--- config.mk ---
export PLATFORM = sky130hd
export DESIGN_NAME = regfile_wb_arbiter
export DESIGN_NICKNAME = d
export VERILOG_FILES = /design/src/rtl/regfile_wb_arbiter.sv
export SDC_FILE = /design/constraint.sdc
export NUM_CORES = 1
export LEC_CHECK = 0
export ABC_AREA = 1
export ABC_CLOCK_PERIOD_IN_PS = 4400
export BUFFER_PORTS_ARGS = -buffer_cell sky130_fd_sc_hd__buf_4
export CAP_MARGIN = 20
export CORE_ASPECT_RATIO = 1.2
export CORE_MARGIN = 3
export CORE_UTILIZATION = 45
export CTS_CLUSTER_SIZE = 8
export DETAILED_ROUTE_END_ITERATION = 7
export GPL_TIMING_DRIVEN = 0
export PLACE_DENSITY = 0.74
export SLEW_MARGIN = 5
export SYNTH_ARGS = -nofsm -noshare
export SYNTH_HDL_FRONTEND = slang
export SYNTH_SLANG_ARGS = --single-unit
--- constraint.sdc ---
create_clock -name clock -period 4.4 [get_ports clock]
set_clock_uncertainty 0.15 [all_clocks]
set_input_delay 0.88 -clock clock [delete_from_list [all_inputs] [get_ports clock]]
set_output_delay 0.88 -clock clock [all_outputs]
set_load 0.01 [all_outputs]
--- src/rtl/regfile_wb_arbiter.sv ---
// Register-file writeback arbiter.
// Two writeback sources compete for the register-file write port:
// wb0 is the execute stage and wb1 is the memory (load) stage.
// After reset, the block can optionally clear x1..x31 before it
// starts arbitrating.
//
// Handshake:
//   A transfer happens on a cycle where valid && ready are both high.
//   ready is a combinational function of both valids and the
//   round-robin flop, and at most one ready is high per cycle.
//   A source that loses arbitration may drop its valid; the arbiter
//   keeps no memory of the request.
//
// Write timing:
//   The accepted address and data reach waddr/wdata/reg_wr on the
//   following posedge.
//   A transfer to x0 is accepted but produces no write.
module regfile_wb_arbiter #(
  parameter bit CLEAR_ON_RESET = 1'b1,
  parameter int STALL_CNT_W    = 16
) (
  input  logic                   clock,
  input  logic                   reset,
  input  logic                   wb0_valid,
  input  logic [4:0]             wb0_addr,
  input  logic [31:0]            wb0_data,
  output logic                   wb0_ready,
  input  logic                   wb1_valid,
  input  logic [4:0]             wb1_addr,
  input  logic [31:0]            wb1_data,
  output logic                   wb1_ready,
  output logic                   reg_wr,
  output logic [4:0]             waddr,
  output logic [31:0]            wdata,
  output logic                   init_done,
  output logic [STALL_CNT_W-1:0] stall_cnt,
  output logic                   dbg_state
);

  typedef enum logic {
    S_INIT = 1'b0,
    S_RUN  = 1'b1
  } state_t;

  localparam state_t RESET_STATE   = CLEAR_ON_RESET ? S_INIT : S_RUN;
  localparam logic   INIT_DONE_RST = ~CLEAR_ON_RESET;

  state_t                   state;
  logic [4:0]               clr_cnt;
  logic                     last_grant;   // 1 = wb1 was granted last
  logic                     run;
  logic                     gnt0;
  logic                     gnt1;
  logic                     stall;

  // Round-robin grant.
  // reset is folded in so that the readies stay low while reset is held.
  always_comb begin
    run   = (state == S_RUN) && reset;
    gnt0  = run && wb0_valid && (!wb1_valid || last_grant);
    gnt1  = run && wb1_valid && (!wb0_valid || !last_grant);
    stall = run && ((wb0_valid && !gnt0) || (wb1_valid && !gnt1));
  end

  assign wb0_ready = gnt0;
  assign wb1_ready = gnt1;
  assign dbg_state = (state == S_RUN);

  // Clear sequencer, write-port register, round-robin flop and stall counter.
  always_ff @(posedge clock or negedge reset) begin
    if (!reset) begin
      state      <= RESET_STATE;
      clr_cnt    <= 5'd1;
      last_grant <= 1'b1;
      reg_wr     <= 1'b0;
      waddr      <= 5'd0;
      wdata      <= 32'd0;
      init_done  <= INIT_DONE_RST;
      stall_cnt  <= '0;
    end else begin
      case (state)
        S_INIT: begin
          reg_wr  <= 1'b1;
          waddr   <= clr_cnt;
          wdata   <= 32'd0;
          clr_cnt <= clr_cnt + 5'd1;
          if (clr_cnt == 5'd31) state <= S_RUN;
        end
        S_RUN: begin
          init_done <= 1'b1;
          if (gnt0) begin
            last_grant <= 1'b0;
            reg_wr     <= (wb0_addr != 5'd0);
            if (wb0_addr != 5'd0) begin
              waddr <= wb0_addr;
              wdata <= wb0_data;
            end
          end else if (gnt1) begin
            last_grant <= 1'b1;
            reg_wr     <= (wb1_addr != 5'd0);
            if (wb1_addr != 5'd0) begin
              waddr <= wb1_addr;
              wdata <= wb1_data;
            end
          end else begin
            reg_wr <= 1'b0;
          end
          if (stall && (stall_cnt != '1)) stall_cnt <= stall_cnt + 1'b1;
        end
        default: state <= RESET_STATE;
      endcase
    end
  end

endmodule
==> impl_metrics.env <==
export IMPL_status="completed"
export IMPL_p_comb_share_pct=27.2
export IMPL_num_io_pins=136
export IMPL_io_buffers=135
export IMPL_worst_ep_arrival_time_ns=2.35
export IMPL_finalSetupViolations=0
export IMPL_crit_path_end_kind="primary output"
export IMPL_drt_iter0_markers=138
export IMPL_yosysWarnings=0
export IMPL_vdd_ir_drop_max_v=0.000181
export IMPL_grt_usage_pct=22.0
export IMPL_max_freq_mhz=296
export IMPL_layout_drive_gt1_share_pct=29.2
export IMPL_layout_nets=716
export IMPL_wl_per_cell_um=12.8
export IMPL_final_hold_viol_count=0
export IMPL_max_slew_margin_pct=44.9
export IMPL_synth_ff_latch_count=62
export IMPL_period_minus_slack_ns=3.38
export IMPL_setup_tns_ns=0
export IMPL_grt_ovfl_total=0
export IMPL_syn_inst=489
export IMPL_syn_area_um2=3490
export IMPL_tightest_slew_ns=0.826
export IMPL_r2r_slack_ns=2.49
export IMPL_holdCritPathClass="reg -> reg"
export IMPL_post_cts_buffers=0
export IMPL_grt_pass1_wl_mm=15.4
export IMPL_min_path_cells=2
export IMPL_placementRows=34
export IMPL_rsz0062_at_grt="no"
export IMPL_antenna_found_initial=0
export IMPL_start_util_pct=47.2
export IMPL_critPathRequiredTime_ns=3.37
export IMPL_clockBufferDepth=2
export IMPL_clock_root_buffer="clkbuf_8"
export IMPL_p_leak_uw=0.00268
export IMPL_grt_start_max_net_pins=66
export IMPL_first_pass_iters=4
export IMPL_start_kind="input pin"
export IMPL_die_width_um=86.4
export IMPL_power_switching_uw=505
export IMPL_place_congestion=0.941
export IMPL_grt_pass1_vias=3332
export IMPL_p_per_area_nw_per_um2=342
export IMPL_vias_per_cell=4.88
export IMPL_core_um2=7400
export IMPL_area_delta_synth_final_pct=37.7
export IMPL_switching_share_pct=30.7
export IMPL_place_worst_setup_slack_ns=0.955
export IMPL_placed_area_um2=4620
export IMPL_seqPwrFrac_pct=43.5
export IMPL_num_vias=3561
export IMPL_design_area_um2=4810
export IMPL_setup_slack_ns=1.02
export IMPL_cts_buffers_inserted=9
export IMPL_maxCapViolations=0
export IMPL_worst_r2r_path_depth=9
export IMPL_dp_final_hpwl_mm=7.24
export IMPL_clock_sinks=62
export IMPL_min_from="wdata[0]"
export IMPL_htree_levels=3
export IMPL_startpoint="reset"
export IMPL_tritoncts="built"
export IMPL_drc=0
export IMPL_finalCritPeriodShare_pct=76.8
export IMPL_crit_type="in -> out"
export IMPL_clk_pin_slew_worst_paths_ns=0.07
export IMPL_seq_area_frac_synth_pct=44.5
export IMPL_r2r_end="stall_cnt[15]"
export IMPL_min_to="wdata[0]"
export IMPL_antenna_cells=0
export IMPL_drt_wl_total_mm=9.36
export IMPL_p_clk_share_pct=29.2
export IMPL_ys_types=25
export IMPL_p_int_uw=1140
export IMPL_reg2reg_from="stall_cnt[1]"
export IMPL_die_area_um2=8850
export IMPL_syn_nets=570
export IMPL_ant_nets=0
export IMPL_worst_path_max_fanout=65
export IMPL_n_fill_cell=664
export IMPL_clock_latency_ns=0.33
export IMPL_final_max_slew_viol_count=0
export IMPL_power_uw=1640
export IMPL_fp_dieH_um=102
export IMPL_postCtsHoldBufs=0
export IMPL_syn_area_per_cell_um2=7.14
export IMPL_cts_resized=0
worst max-delay path, cell delays in order:
cell,delay (ns)
buf_4,0.62
nand3_4,0.19
nor2_8,0.23
buf_2,0.24
buf_4,0.15
cells in the final DEF, fill, tap and decap left out, types with 5 or more instances in the layout:
master / n
buf_2: 10
buf_4: 137
clkbuf_1: 5
clkbuf_8: 9
dfrtp_1: 60
inv_1: 25
nand2_1: 264
nand3_1: 47
nand4_1: 12
nor2_1: 22
o21ai_0: 5
xnor2_1: 7
metrics by stage:
stage               utilization [%]  hold slack, ns  instances
floorplan                         -           0.304        489
global placement               62.4           0.306        714
detailed placement             62.4           0.309        714
CTS                            64.9           0.326        730
global route                   64.9           0.339        730
finish                         64.9           0.322        730
registers in the layout (all words and copies together) (netlist names):
register    cells
clr_cnt         5
dbg_state       1
init_done       1
last_grant      1
reg_wr          1
stall_cnt      16
waddr           5
wdata          32
per-layer routing:
layer / share of wire, % / GRT usage, % / up-vias
met2: 50 / 36.9 / 115
met4: 1.1 / 8.39 / 0
met1: 42 / 26.9 / 1617
li1: - / - / 1819
met3: 6.9 / 6.13 / 10
met5: 0 / 0 / -
cells by family after synthesis:
| kind of cell | share of synthesized area [%] |
|---|---|
| buffers and inverters | 6.49 |
| XOR/XNOR | 2.51 |
| AND/OR/NAND/NOR | 44.2 |
| flip-flops | 44.5 |
| adder cells (fa/ha/maj) | 1.08 |
| AO/OA/AOI/OAI | 1.18 |
power groups by stage:
stage | sequential, uW | clock [uW] | combinational [uW]
global placement | 722 | 0 | 448
finish | 715 | 481 | 448
detailed placement | 724 | 0 | 455
global route | 727 | 526 | 501
floorplan | 758 | 0 | 170
CTS | 716 | 497 | 455
worst max-delay path by stage:
stage          slack [ns]   endpoint  cells after the start
3_3_place_gp         0.98  wb0_ready                      5
3_5_place_dp         0.96  wb0_ready                      5
6_report             1.02  wb0_ready                      5
2_1_floorplan        1.98  wb0_ready                      4
5_1_grt              0.83  wb0_ready                      5
4_1_cts              0.95  wb0_ready                      5
synth_stat cells:
cell      count  area share (%)
o21ai_0       5            0.72
nor2_8        1            0.57
dfrtp_1      60              43
nand3_4       2             1.0
nand2_1     264              28
xnor2_1       7             1.8
nand3_2       1            0.29
clkbuf_1      4            0.43
or2_2         3            0.54
xor2_1        3            0.75
inv_2         2            0.22
o21ai_4       1            0.47
ha_1          3             1.1
nor2_4        2            0.65
nand4_1      12             2.2
dfstp_2       2             1.5
nand2_4       2            0.65
buf_6         4             1.3
buf_4         2            0.43
nand2_2       3            0.54
inv_1        25             2.7
nand3_1      47             6.7
nor2_1       22             2.4
nor2_2        2            0.36
buf_2        10             1.4
final cells by class:
class	instances	area [um^2]	share of cell area [%]
clock inverters	6	62.6	1.30
flip-flops and latches	62	1550	32.3
inverters	27	101	2.11
plain buffers	20	125	2.60
multi-input cells	380	1710	35.6
repair buffers	135	1010	21.1
well taps	90	113	2.34
clock buffers	10	128	2.65
No activity file was read; power rests on OpenSTA's default activity.
